[src/rtl/debug_cmd_decoder.sv]
// Purpose: decodes single-byte UART debug commands into continue/step controls and replies ACK/NAK.
// Latency: C/H reply pulses o_tx_start 2 cycles after i_rx_done; first step rises 1 edge after the count byte.
// Backpressure: one command at a time; bytes arriving while stepping or replying are dropped and flag o_overrun.
module debug_cmd_decoder #(
    parameter int          STEP_HIGH   = 2,
    parameter int          STEP_LOW    = 2,
    parameter int          ARG_TIMEOUT = 1000000,
    parameter logic [7:0]  ACK_BYTE    = 8'h06,
    parameter logic [7:0]  NAK_BYTE    = 8'h15
) (
    input  logic       i_clk,
    input  logic       i_rst,
    input  logic [7:0] i_rx_data,
    input  logic       i_rx_done,
    input  logic       i_tx_done,
    output logic [7:0] o_tx_data,
    output logic       o_tx_start,
    output logic       o_continue,
    output logic       o_valid,
    output logic       o_busy,
    output logic       o_overrun
);

    localparam int HOLD_MAX = (STEP_HIGH > STEP_LOW) ? STEP_HIGH : STEP_LOW;
    localparam int HW       = $clog2(HOLD_MAX + 1);
    localparam int TW       = $clog2(ARG_TIMEOUT + 1);

    typedef enum logic [2:0] {
        IDLE, GET_ARG, STEP_HI, STEP_LO, SEND, WAIT_TX
    } state_t;

    state_t          r_state,     w_state_nxt;
    logic [7:0]      r_cnt,       w_cnt_nxt;
    logic [HW-1:0]   r_hold,      w_hold_nxt;
    logic [TW-1:0]   r_tmo,       w_tmo_nxt;
    logic [7:0]      r_reply,     w_reply_nxt;
    logic            r_continue,  w_continue_nxt;
    logic            r_valid,     w_valid_nxt;
    logic            r_tx_start,  w_tx_start_nxt;
    logic [7:0]      r_tx_data,   w_tx_data_nxt;
    logic            r_overrun,   w_overrun_nxt;

    // State and registered outputs; reset aborts any step train or pending reply.
    always_ff @(posedge i_clk or negedge i_rst) begin
        if (!i_rst) begin
            r_state    <= IDLE;
            r_cnt      <= '0;
            r_hold     <= '0;
            r_tmo      <= '0;
            r_reply    <= 8'h00;
            r_continue <= 1'b0;
            r_valid    <= 1'b0;
            r_tx_start <= 1'b0;
            r_tx_data  <= 8'h00;
            r_overrun  <= 1'b0;
        end else begin
            r_state    <= w_state_nxt;
            r_cnt      <= w_cnt_nxt;
            r_hold     <= w_hold_nxt;
            r_tmo      <= w_tmo_nxt;
            r_reply    <= w_reply_nxt;
            r_continue <= w_continue_nxt;
            r_valid    <= w_valid_nxt;
            r_tx_start <= w_tx_start_nxt;
            r_tx_data  <= w_tx_data_nxt;
            r_overrun  <= w_overrun_nxt;
        end
    end

    // Next-state and next-output decode for the command FSM.
    always_comb begin
        w_state_nxt    = r_state;
        w_cnt_nxt      = r_cnt;
        w_hold_nxt     = r_hold;
        w_tmo_nxt      = r_tmo;
        w_reply_nxt    = r_reply;
        w_continue_nxt = r_continue;
        w_valid_nxt    = r_valid;
        w_tx_start_nxt = 1'b0;
        w_tx_data_nxt  = r_tx_data;
        w_overrun_nxt  = r_overrun;

        case (r_state)
            IDLE: begin
                if (i_rx_done) begin
                    case (i_rx_data)
                        8'h43: begin
                            w_continue_nxt = 1'b1;
                            w_reply_nxt    = ACK_BYTE;
                            w_state_nxt    = SEND;
                        end
                        8'h48: begin
                            w_continue_nxt = 1'b0;
                            w_overrun_nxt  = 1'b0;
                            w_reply_nxt    = ACK_BYTE;
                            w_state_nxt    = SEND;
                        end
                        8'h53: begin
                            // Stepping only makes sense while halted.
                            if (r_continue) begin
                                w_reply_nxt = NAK_BYTE;
                                w_state_nxt = SEND;
                            end else begin
                                w_tmo_nxt   = '0;
                                w_state_nxt = GET_ARG;
                            end
                        end
                        default: begin
                            w_reply_nxt = NAK_BYTE;
                            w_state_nxt = SEND;
                        end
                    endcase
                end
            end
            GET_ARG: begin
                // A byte arriving on the expiry cycle still wins over the timeout.
                if (i_rx_done) begin
                    if (i_rx_data == 8'h00) begin
                        w_reply_nxt = ACK_BYTE;
                        w_state_nxt = SEND;
                    end else begin
                        w_cnt_nxt   = i_rx_data;
                        w_valid_nxt = 1'b1;
                        w_hold_nxt  = '0;
                        w_state_nxt = STEP_HI;
                    end
                end else if (r_tmo == TW'(ARG_TIMEOUT - 1)) begin
                    w_reply_nxt = NAK_BYTE;
                    w_state_nxt = SEND;
                end else begin
                    w_tmo_nxt = r_tmo + TW'(1);
                end
            end
            STEP_HI: begin
                if (r_hold == HW'(STEP_HIGH - 1)) begin
                    w_valid_nxt = 1'b0;
                    w_cnt_nxt   = r_cnt - 8'd1;
                    w_hold_nxt  = '0;
                    w_state_nxt = STEP_LO;
                end else begin
                    w_hold_nxt = r_hold + HW'(1);
                end
            end
            STEP_LO: begin
                if (r_hold == HW'(STEP_LOW - 1)) begin
                    w_hold_nxt = '0;
                    if (r_cnt == 8'd0) begin
                        w_reply_nxt = ACK_BYTE;
                        w_state_nxt = SEND;
                    end else begin
                        w_valid_nxt = 1'b1;
                        w_state_nxt = STEP_HI;
                    end
                end else begin
                    w_hold_nxt = r_hold + HW'(1);
                end
            end
            SEND: begin
                w_tx_data_nxt  = r_reply;
                w_tx_start_nxt = 1'b1;
                w_state_nxt    = WAIT_TX;
            end
            WAIT_TX: begin
                if (i_tx_done) begin
                    w_state_nxt = IDLE;
                end
            end
            default: begin
                w_state_nxt = IDLE;
            end
        endcase

        // Bytes that arrive while stepping or replying are lost; remember that it happened.
        if (i_rx_done && (r_state == STEP_HI || r_state == STEP_LO ||
                          r_state == SEND    || r_state == WAIT_TX)) begin
            w_overrun_nxt = 1'b1;
        end
    end

    assign o_tx_data  = r_tx_data;
    assign o_tx_start = r_tx_start;
    assign o_continue = r_continue;
    assign o_valid    = r_valid;
    assign o_overrun  = r_overrun;
    assign o_busy     = (r_state != IDLE);

endmodule

[config.mk]
export PLATFORM = sky130hd
export DESIGN_NAME = debug_cmd_decoder
export DESIGN_NICKNAME = d
export VERILOG_FILES = /design/src/rtl/debug_cmd_decoder.sv
export SDC_FILE = /design/constraint.sdc
export NUM_CORES = 1
export LEC_CHECK = 0
export BUFFER_PORTS_ARGS = -buffer_cell sky130_fd_sc_hd__buf_2
export CAP_MARGIN = 20
export CORE_UTILIZATION = 55
export DETAILED_ROUTE_END_ITERATION = 8
export HOLD_SLACK_MARGIN = 0.12
export PLACE_DENSITY = 0.75
export SETUP_SLACK_MARGIN = 0.05
export SLEW_MARGIN = 30
export SYNTH_ARGS = -nofsm -noshare
export SYNTH_HDL_FRONTEND = slang
export SYNTH_SLANG_ARGS = --single-unit
export TNS_END_PERCENT = 30
[constraint.sdc]
create_clock -name i_clk -period 5.2 [get_ports i_clk]
set_input_delay 1.04 -clock i_clk [delete_from_list [all_inputs] [get_ports i_clk]]
set_output_delay 1.04 -clock i_clk [all_outputs]
set_load 0.005 [all_outputs]
==> impl_metrics.env, run 1 <==
export IMPL_timing_critical_path_fanout_max=3
export IMPL_core_um2=4350
export IMPL_routabilityCongestion=0.894
export IMPL_total_power_w=0.00138
export IMPL_post_cts_buffers=0
export IMPL_hold_start="r_reply[2]"
export IMPL_synth_cells=288
export IMPL_via_count=2171
export IMPL_ys_warn_count=0
export IMPL_cap_viol_max_count=0
export IMPL_relSlewSlack_pct=44.5
export IMPL_r2r_setup_slack_ps=2650
export IMPL_dr_pass1_iters=5
export IMPL_r2r_start="r_state[0]"
export IMPL_hold_end="r_reply[2]"
export IMPL_grt_pass1_wl_um=9000
export IMPL_cp_start_kind="input port"
export IMPL_fp_dieW_um=69.1
export IMPL_synth_cell_types=56
export IMPL_port_buffer_count=20
export IMPL_routedWlPerCell_um=14.8
export IMPL_intPower_w=0.000834
export IMPL_fin_skew_ps=7.20
export IMPL_status="finished clean"
export IMPL_postSynth_asyncResetShare_pct=100
export IMPL_clk_pin_slew_ps=80
export IMPL_min_path_type="flip-flop to flip-flop"
export IMPL_tns_ps=0
export IMPL_clock_root_buffer="clkbuf_8"
export IMPL_layout_common_cells="dfrtp_1, o21ai_0, nor2_1, nand2_1, a21oi_1"
export IMPL_clockPowerShare_pct=22.3
export IMPL_first_iter_violations=196
export IMPL_synth_area_um2=2480
export IMPL_fin_crit_ps=2890
export IMPL_grt_max_degree=44
export IMPL_crit_path_end_kind="flip-flop"
export IMPL_ys_ff_latch=43
export IMPL_max_freq_mhz=346
export IMPL_reg2regPathDepth=6
export IMPL_cts_sinks=43
export IMPL_crit_family="simple AND/OR/NAND/NOR gates"
export IMPL_path_buf_inv=1
export IMPL_holdWs_ps=495
export IMPL_nFillCells=376
export IMPL_nNetsFinal=314
export IMPL_hpwl_um=3660
export IMPL_cts_hold_fix_buffers=0
export IMPL_hold_viol=0
export IMPL_drc=0
export IMPL_multi_input_area_um2=1270
export IMPL_seq_area_um2=1080
export IMPL_final_util_pct=61.9
export IMPL_r2r_end="r_state[0]"
export IMPL_synth_flop_cell="dfrtp_1"
export IMPL_layout_cells_most_common="dfrtp_1"
export IMPL_clk_latency_ps=290
export IMPL_cts_repair_resize_count=0
export IMPL_start_util_pct=56.9
export IMPL_p_sw_w=0.000547
export IMPL_crit_path_cell_trace="buf_2 > or3b_1 > or4b_4 > a21oi_1 > a311oi_1 > o21ai_0 > mux2_2"
export IMPL_synth_edf_count=0
export IMPL_h_tree_depth=2
export IMPL_cts_buffers=5
export IMPL_syn_to_final_growth_pct=8.89
export IMPL_synth_top_cell_area_share_pct=43.5
export IMPL_slew_viol_final=0
export IMPL_combPwrFrac_pct=38.6
export IMPL_p_sw_share_pct=39.6
export IMPL_wl_um=5240
export IMPL_required_ps=5390
export IMPL_p_leak_nw=1.17
export IMPL_slowest_delay_ps=510
export IMPL_cts_buffer_depth=2
export IMPL_ant_nets=0
export IMPL_syn_avg_cell_area_um2=8.60
export IMPL_powerDensity_nw_per_um2=512
export IMPL_drive_above_1_share_pct=13.6
export IMPL_grt_pass1_vias=1920
export IMPL_seqPwrFrac_pct=39.2
export IMPL_overflow=0
export IMPL_die_area_um2=4770
export IMPL_rows=24
export IMPL_worst_slew_pin_slew_ps=830
export IMPL_worstPathArrival_ps=3080
export IMPL_vdd_ir_drop_max_mv=0.269
export IMPL_synth_area_leader_cell="dfrtp_1"
export IMPL_yosysSeqAreaShare_pct=43.5
export IMPL_antenna_found_initial=0
export IMPL_antennaDiodeCount=0
export IMPL_rsz0062_at_grt="false"
export IMPL_synthTopCellsByArea="dfrtp_1, o21ai_0, a21oi_1"
export IMPL_path_class="input port to flip-flop"
export IMPL_setup_viol=0
export IMPL_grt_total_usage_pct=23.0
export IMPL_tritoncts="built"
export IMPL_pin_count=25
export IMPL_whs_path_depth=1
export IMPL_die_height_um=69.1
export IMPL_fin_crit_sh_pct=55.6
export IMPL_slowest_stage="or4b_4"
export IMPL_via_per_inst=6.15
logic make-up (layout without fill, tap and decap cells):
| group | after synthesis | count (layout) | share of synthesized area [%] |
|---|---|---|---|
| xor+xnor | 1 | 1 | 0.354 |
| other cells | 1 | 4 | 0.151 |
| flops | 43 | 43 | 43.5 |
| mux | 5 | 5 | 2.22 |
| buf+inv | 30 | 40 | 5.91 |
| simple gates | 117 | 117 | 25.6 |
| compound gates | 89 | 89 | 21.3 |
| fa+ha+maj | 2 | 2 | 1.01 |
registers in the layout (all words and copies together), names as in the netlist:
register / count
r_tmo: 20
o_tx_start: 1
o_valid: 1
r_hold: 2
o_tx_data: 3
o_overrun: 1
o_continue: 1
r_state: 3
r_cnt: 8
r_reply: 3
area by class of cell:
type | instances | area share, %
Clock buffer | 5 | 2.55
Clock inverter | 3 | 2.51
Inverter | 12 | 1.67
Multi-Input combinational cell | 218 | 47.1
Sequential cell | 43 | 39.9
Tap cell | 52 | 2.41
Timing Repair Buffer | 20 | 3.81
layer usage:
metal  GRT usage [%]  vias to the layer above  wire, um
met5               0                        -         0
met4            8.39                        0        68
met3            3.95                        6       284
met2            35.4                       67      2410
met1            32.9                     1032      2470
li1                -                     1066         -
worst register-to-register path, cell delays in order, from the launching register on:
cell	delay (ps)
dfrtp_1	750
nand3_1	170
nor4_1	180
and4_1	410
nand2b_1	510
nand2_1	110
a211o_1	310
power groups by stage:
stage / registers, W / logic (W) / clock network [W]
6_report: 0.000541 / 0.000533 / 0.000307
3_3_place_gp: 0.000542 / 0.000516 / 0
4_1_cts: 0.000538 / 0.000531 / 0.000317
5_1_grt: 0.000557 / 0.000608 / 0.000330
2_1_floorplan: 0.000496 / 0.000451 / 0
3_5_place_dp: 0.000543 / 0.000530 / 0
synth_stat cells, types with 3 or more instances:
cell,n
o31ai_1,3
a21oi_1,23
mux2_2,4
buf_2,3
and3_1,4
nor4_1,4
or3_1,5
inv_1,12
a31oi_1,7
a21o_1,3
buf_4,6
o21ai_0,35
nor3_1,17
dfrtp_1,43
nand4_1,4
nor2_1,24
nand2_1,23
nand2b_1,8
clkbuf_1,7
nand3_1,11
per-stage QoR:
stage | setup WS, ps | cells | cell area, um^2
floorplan | 2400 | 291 | 2490
global placement | 2070 | 345 | 2550
detailed placement | 2030 | 345 | 2560
CTS | 2350 | 353 | 2690
global route | 2220 | 353 | 2700
finish | 2310 | 353 | 2700
worst max-delay path by stage:
stage | startpoint | to | slack [ps] | depth (start not counted)
2_1_floorplan | i_rx_data[5] | r_reply[1] | 2400 | 6
3_3_place_gp | i_rx_data[5] | r_tmo[1] | 2070 | 6
3_5_place_dp | i_rx_data[5] | r_tmo[16] | 2030 | 7
4_1_cts | i_rx_data[5] | r_tmo[16] | 2350 | 7
5_1_grt | i_rx_data[5] | r_tmo[19] | 2220 | 7
6_report | i_rx_data[5] | r_reply[1] | 2310 | 7
(Power assumes the default switching activity.)
==> inputs of run 2 (changes only) <==
- CORE_UTILIZATION: 55 -> 53
- PLACE_DENSITY: 0.75 -> 0.76
- clock period: 5.2 -> 2.35 ns (I/O delays scaled with it)
==> impl_metrics.env, run 2 (synthesis results as in run 1) <==
export IMPL_routabilityCongestion=0.880
export IMPL_worstPathArrival_ps=2440
export IMPL_total_power_w=0.00303
export IMPL_p_leak_nw=1.29
export IMPL_largest_register_ffs=20
export IMPL_grt_pass1_wl_um=9790
export IMPL_ant_nets=0
export IMPL_antenna_found_initial=0
export IMPL_path_buf_inv=3
export IMPL_cts_buffer_depth=2
export IMPL_pin_count=25
export IMPL_status="finished clean"
export IMPL_relSlewSlack_pct=57.6
export IMPL_holdWs_ps=129
export IMPL_cts_sinks=43
export IMPL_r2r_start="r_cnt[0]"
export IMPL_slew_viol_final=0
export IMPL_top_register="r_tmo"
export IMPL_port_buffer_count=20
export IMPL_grt_pass1_vias=2116
export IMPL_h_tree_depth=2
export IMPL_fin_skew_ps=7.17
export IMPL_wl_um=5650
export IMPL_slowest_stage="or4b_4"
export IMPL_layout_common_cells="dfrtp_1, o21ai_0, buf_4, nor2_1"
export IMPL_routedWlPerCell_um=14.9
export IMPL_vdd_ir_drop_max_mv=0.755
export IMPL_rows=24
export IMPL_fin_crit_sh_pct=96.7
export IMPL_start_util_pct=56.1
export IMPL_cp_endpoint="r_reply[0]"
export IMPL_worst_slew_pin_slew_ps=636
export IMPL_top_regs="r_tmo: 20 flops, r_cnt: 8 flops"
export IMPL_core_um2=4410
export IMPL_drive_above_1_share_pct=20.5
export IMPL_min_path_type="input port to async pin"
export IMPL_via_count=2253
export IMPL_hpwl_um=4100
export IMPL_layout_cells_most_common="dfrtp_1"
export IMPL_dpl_cell_area_um2=2760
export IMPL_crit_family="simple AND/OR/NAND/NOR gates"
export IMPL_overflow=0
export IMPL_dr_pass1_iters=4
export IMPL_die_area_um2=4950
export IMPL_grt_total_usage_pct=24.6
export IMPL_antennaDiodeCount=0
export IMPL_powerDensity_nw_per_um2=1060
export IMPL_crit_path_end_kind="flip-flop"
export IMPL_nNetsFinal=340
export IMPL_max_freq_mhz=440
export IMPL_timing_critical_path_fanout_max=4
export IMPL_hold_viol=0
export IMPL_cp_start_kind="flip-flop"
export IMPL_die_height_um=70.4
export IMPL_slowest_delay_ps=500
export IMPL_grt_max_degree=24
export IMPL_cts_buffers=5
export IMPL_post_cts_buffers=0
export IMPL_path_class="flip-flop to flip-flop"
export IMPL_r2r_setup_slack_ps=80
export IMPL_tns_ps=0
export IMPL_startpoint="r_cnt[0]"
export IMPL_tritoncts="built"
export IMPL_cpMostUsedCell="buf_4"
export IMPL_via_per_inst=5.94
export IMPL_r2r_end="r_reply[0]"
export IMPL_clk_latency_ps=300
export IMPL_fin_crit_ps=2270
export IMPL_reg2regPathDepth=10
export IMPL_setup_viol=0
export IMPL_clock_root_buffer="clkbuf_8"
export IMPL_crit_path_cell_trace="inv_1 > ha_1 > or4b_4 > nor4_4 > o31ai_1 > a311oi_1 > o21ai_1 > buf_4 > buf_4 > mux2i_1"
export IMPL_cp_depth=10
export IMPL_first_iter_violations=156
export IMPL_clk_pin_slew_ps=90
export IMPL_fin_area_um2=2860
export IMPL_syn_to_final_growth_pct=15.3
export IMPL_drc=0
export IMPL_cap_viol_max_count=0
export IMPL_rsz0062_at_grt="true"
export IMPL_fp_dieW_um=70.4
export IMPL_cts_hold_fix_buffers=0
export IMPL_required_ps=2520
[run 2: changes by cell type in the layout (fill, tap and decap cells not counted)]
cell       delta
nand2b_1      -1
o21ai_1       +3
o21ai_0       -3
clkinv_4      +2
buf_4        +24
a31oi_1       +1
a31oi_2       -1
bufinv_16     -2
buf_12        +1
buf_2         +1
nand2b_2      +1
[run 2: per-layer routing]
layer,global-route usage (%),up-vias,share of wire [%]
li1,-,1115,-
met1,34.5,1077,47
met2,39.4,55,48
met3,4.04,6,4.4
met4,6.44,0,0.85
met5,0,-,0
[run 2: where the power goes]
part	internal [W]	switching, W	total (W)
logic	0.000612	0.000789	0.00140
registers	0.000941	0.000194	0.00114
clock network	0.000213	0.000280	0.000493
total	0.00177	0.00126	0.00303
[run 2: worst register-to-register path: stages (launching register included)]
cell	delay, ps
dfrtp_1	420
inv_1	70
ha_1	160
or4b_4	500
nor4_4	180
o31ai_1	90
a311oi_1	200
o21ai_1	150
buf_4	160
buf_4	120
mux2i_1	110
[run 2: worst min-delay path by stage]
stage                             to  slack, ps  depth (start not counted)
after floorplan           o_continue        170                          0
after global placement    r_reply[2]        440                          1
after detailed placement  r_reply[2]        460                          1
after CTS                  r_hold[1]        150                          1
after global routing       r_hold[1]        170                          1
final                      r_tmo[14]        130                          1
[run 2: timing repair]
action	4_1_cts	5_1_grt
gates resized for setup	1	3
setup endpoints to repair	1	6
pin swaps	0	0
[run 2: through the flow]
| step | std cells | worst slack [ps] | utilization (%) |
|---|---|---|---|
| floorplan | 291 | 117 | - |
| detailed placement | 371 | -123 | 62.5 |
| global placement | 371 | -24.7 | 62.5 |
| CTS | 379 | 78.5 | 64.6 |
| global route | 379 | -134 | 64.7 |
| finish | 379 | 77.1 | 64.7 |
[run 2: final cells by class]
class,count,area (um^2)
Timing Repair Buffer,46,308
Tap cell,52,65.1
Clock buffer,5,68.8
Multi-Input combinational cell,218,1270
Fill cell,394,1560
Clock inverter,3,25.0
Sequential cell,43,1080
Inverter,12,45.0
==> inputs of run 3 (changes only) <==
- CORE_UTILIZATION: 53 -> 55
- PLACE_DENSITY: 0.76 -> 0.75
- clock period: 2.35 -> 2.1 ns (I/O delays scaled with it)
==> impl_metrics.env, run 3 (synthesis results as in run 1) <==
export IMPL_port_buffer_count=20
export IMPL_slowest_stage="or4b_4"
export IMPL_antennaDiodeCount=0
export IMPL_drc=0
export IMPL_wl_um=5770
export IMPL_largest_register_ffs=20
export IMPL_vdd_ir_drop_max_mv=0.597
export IMPL_cts_hold_fix_buffers=0
export IMPL_clk_pin_slew_ps=90
export IMPL_required_ps=2290
export IMPL_p_leak_nw=1.39
export IMPL_crit_path_end_kind="flip-flop"
export IMPL_fp_dieW_um=69.1
export IMPL_h_tree_depth=2
export IMPL_worstPathArrival_ps=2390
export IMPL_fin_skew_ps=9.83
export IMPL_setup_viol=2
export IMPL_violations="setup timing"
export IMPL_layout_cells_most_common="dfrtp_1"
export IMPL_grt_busiest_layer="met2"
export IMPL_antenna_found_initial=0
export IMPL_grt_use_met1_pct=35.5
export IMPL_hpwl_um=4040
export IMPL_dr_pass1_iters=4
export IMPL_grt_max_degree=44
export IMPL_top_regs="r_tmo: 20 flops, r_cnt: 8 flops"
export IMPL_routabilityCongestion=0.850
export IMPL_die_height_um=69.1
export IMPL_powerDensity_nw_per_um2=1210
export IMPL_postLayoutSetupSlackWorst_ps=-102
export IMPL_grt_pass1_vias=2190
export IMPL_fin_crit_sh_pct=105
export IMPL_nFillCells=333
export IMPL_pin_count=25
export IMPL_hold_viol=0
export IMPL_slew_viol_final=0
export IMPL_min_path_type="input port to async pin"
export IMPL_tritoncts="built"
export IMPL_max_freq_mhz=454
export IMPL_nNetsFinal=350
export IMPL_core_um2=4350
export IMPL_slowest_delay_ps=490
export IMPL_overflow=0
export IMPL_cts_sinks=43
export IMPL_first_iter_violations=221
export IMPL_path_class="flip-flop to flip-flop"
export IMPL_relSlewSlack_pct=56.4
export IMPL_fin_crit_ps=2200
export IMPL_cap_viol_max_count=0
export IMPL_met2_usage_pct=40.2
export IMPL_ant_nets=0
export IMPL_rsz0062_at_grt="true"
export IMPL_drive_above_1_share_pct=25.2
export IMPL_layout_common_cells="dfrtp_1, buf_4, nand2_1, nor2_1, a21oi_1"
export IMPL_clk_latency_ps=300
export IMPL_cp_start_kind="flip-flop"
export IMPL_holdWs_ps=179
export IMPL_tns_ps=-191
export IMPL_grt_pass1_wl_um=9910
export IMPL_cts_buffer_depth=2
export IMPL_routedWlPerCell_um=14.8
export IMPL_via_count=2361
export IMPL_use_met3_pct=4.68
export IMPL_syn_to_final_growth_pct=21.2
export IMPL_clock_root_buffer="clkbuf_8"
export IMPL_rows=24
export IMPL_timing_critical_path_fanout_max=3
export IMPL_status="finished, violations left"
export IMPL_die_area_um2=4770
export IMPL_start_util_pct=56.9
export IMPL_grt_total_usage_pct=25.5
export IMPL_via_per_inst=6.07
export IMPL_worst_slew_pin_slew_ps=654
export IMPL_top_register="r_tmo"
export IMPL_crit_path_cell_trace="inv_1 > ha_1 > or4b_4 > nor4_4 > o31ai_1 > a311oi_1 > o21ai_1 > mux2_2"
export IMPL_cts_buffers=5
## run 3: cell count changes in the layout (fill, tap and decap cells not counted), moves of 3 or more
cell and delta:
buf_4 +8, o21ai_0 -13, buf_6 +3, o21ai_1 +12
## run 3: routing by layer
metal | wire, um | share of wire [%]
met5 | 0 | 0
met3 | 346 | 6.0
met1 | 2630 | 46
met2 | 2720 | 47
met4 | 78 | 1.4
## run 3: critical path, delay by kind of cell (launching register included)
| kind | cells | cell delay (ps) |
|---|---|---|
| AND/OR/NAND/NOR | 2 | 690 |
| AO/OA/AOI/OAI | 3 | 520 |
| flip-flops | 1 | 380 |
| multiplexers | 1 | 290 |
| adder cells (fa/ha/maj) | 1 | 160 |
| buffers and inverters | 1 | 60 |
## run 3: per-stage QoR
step,total power [W],std cells,util [%],area [um^2],setup slack [ps]
2_1_floorplan,0.00236,291,-,2500,-45.9
6_report,0.00363,389,68.9,3000,-102
5_1_grt,0.00390,389,68.9,3000,-167
3_5_place_dp,0.00292,379,64.6,2810,-254
3_3_place_gp,0.00287,379,64.6,2810,-185
4_1_cts,0.00361,389,67.7,2950,-113
## run 3: power by group
part	switching [W]	total [W]	internal (W)
Sequential	0.000225	0.00128	0.00105
Combinational	0.000917	0.00169	0.000776
Clock	0.000303	0.000657	0.000354
Total	0.00144	0.00363	0.00218
## run 3: area by class of cell
type                       instances  area (um^2)  area share (%)
clock buffer                       5         68.8            2.29
clock inverter                     3         43.8            1.46
inverter                          12         45.0            1.50
multi-input combinational        218         1320            44.0
sequential                        43         1080            35.8
tap                               52         65.1            2.17
timing repair buffer              56          382            12.7
## run 3: path summary, 6_finish.rpt
kind	start	end	slack, ps	cells past startpoint
setup / recovery	r_cnt[0]	r_reply[1]	-100	8
hold / removal	i_rst	r_tmo[18]	180	2
setup reg to reg	r_cnt[0]	r_reply[1]	-100	8
hold reg to reg	r_reply[2]	r_reply[2]	470	1
max in group asynchronous	i_rst	r_state[1]	1550	2
min in group i_clk	i_tx_done	r_state[2]	340	2
## run 3: repair_timing
action,CTS,global route
buffers inserted,2,0
resized for setup,3,13
pin swaps,1,4
setup endpoints to repair,7,19
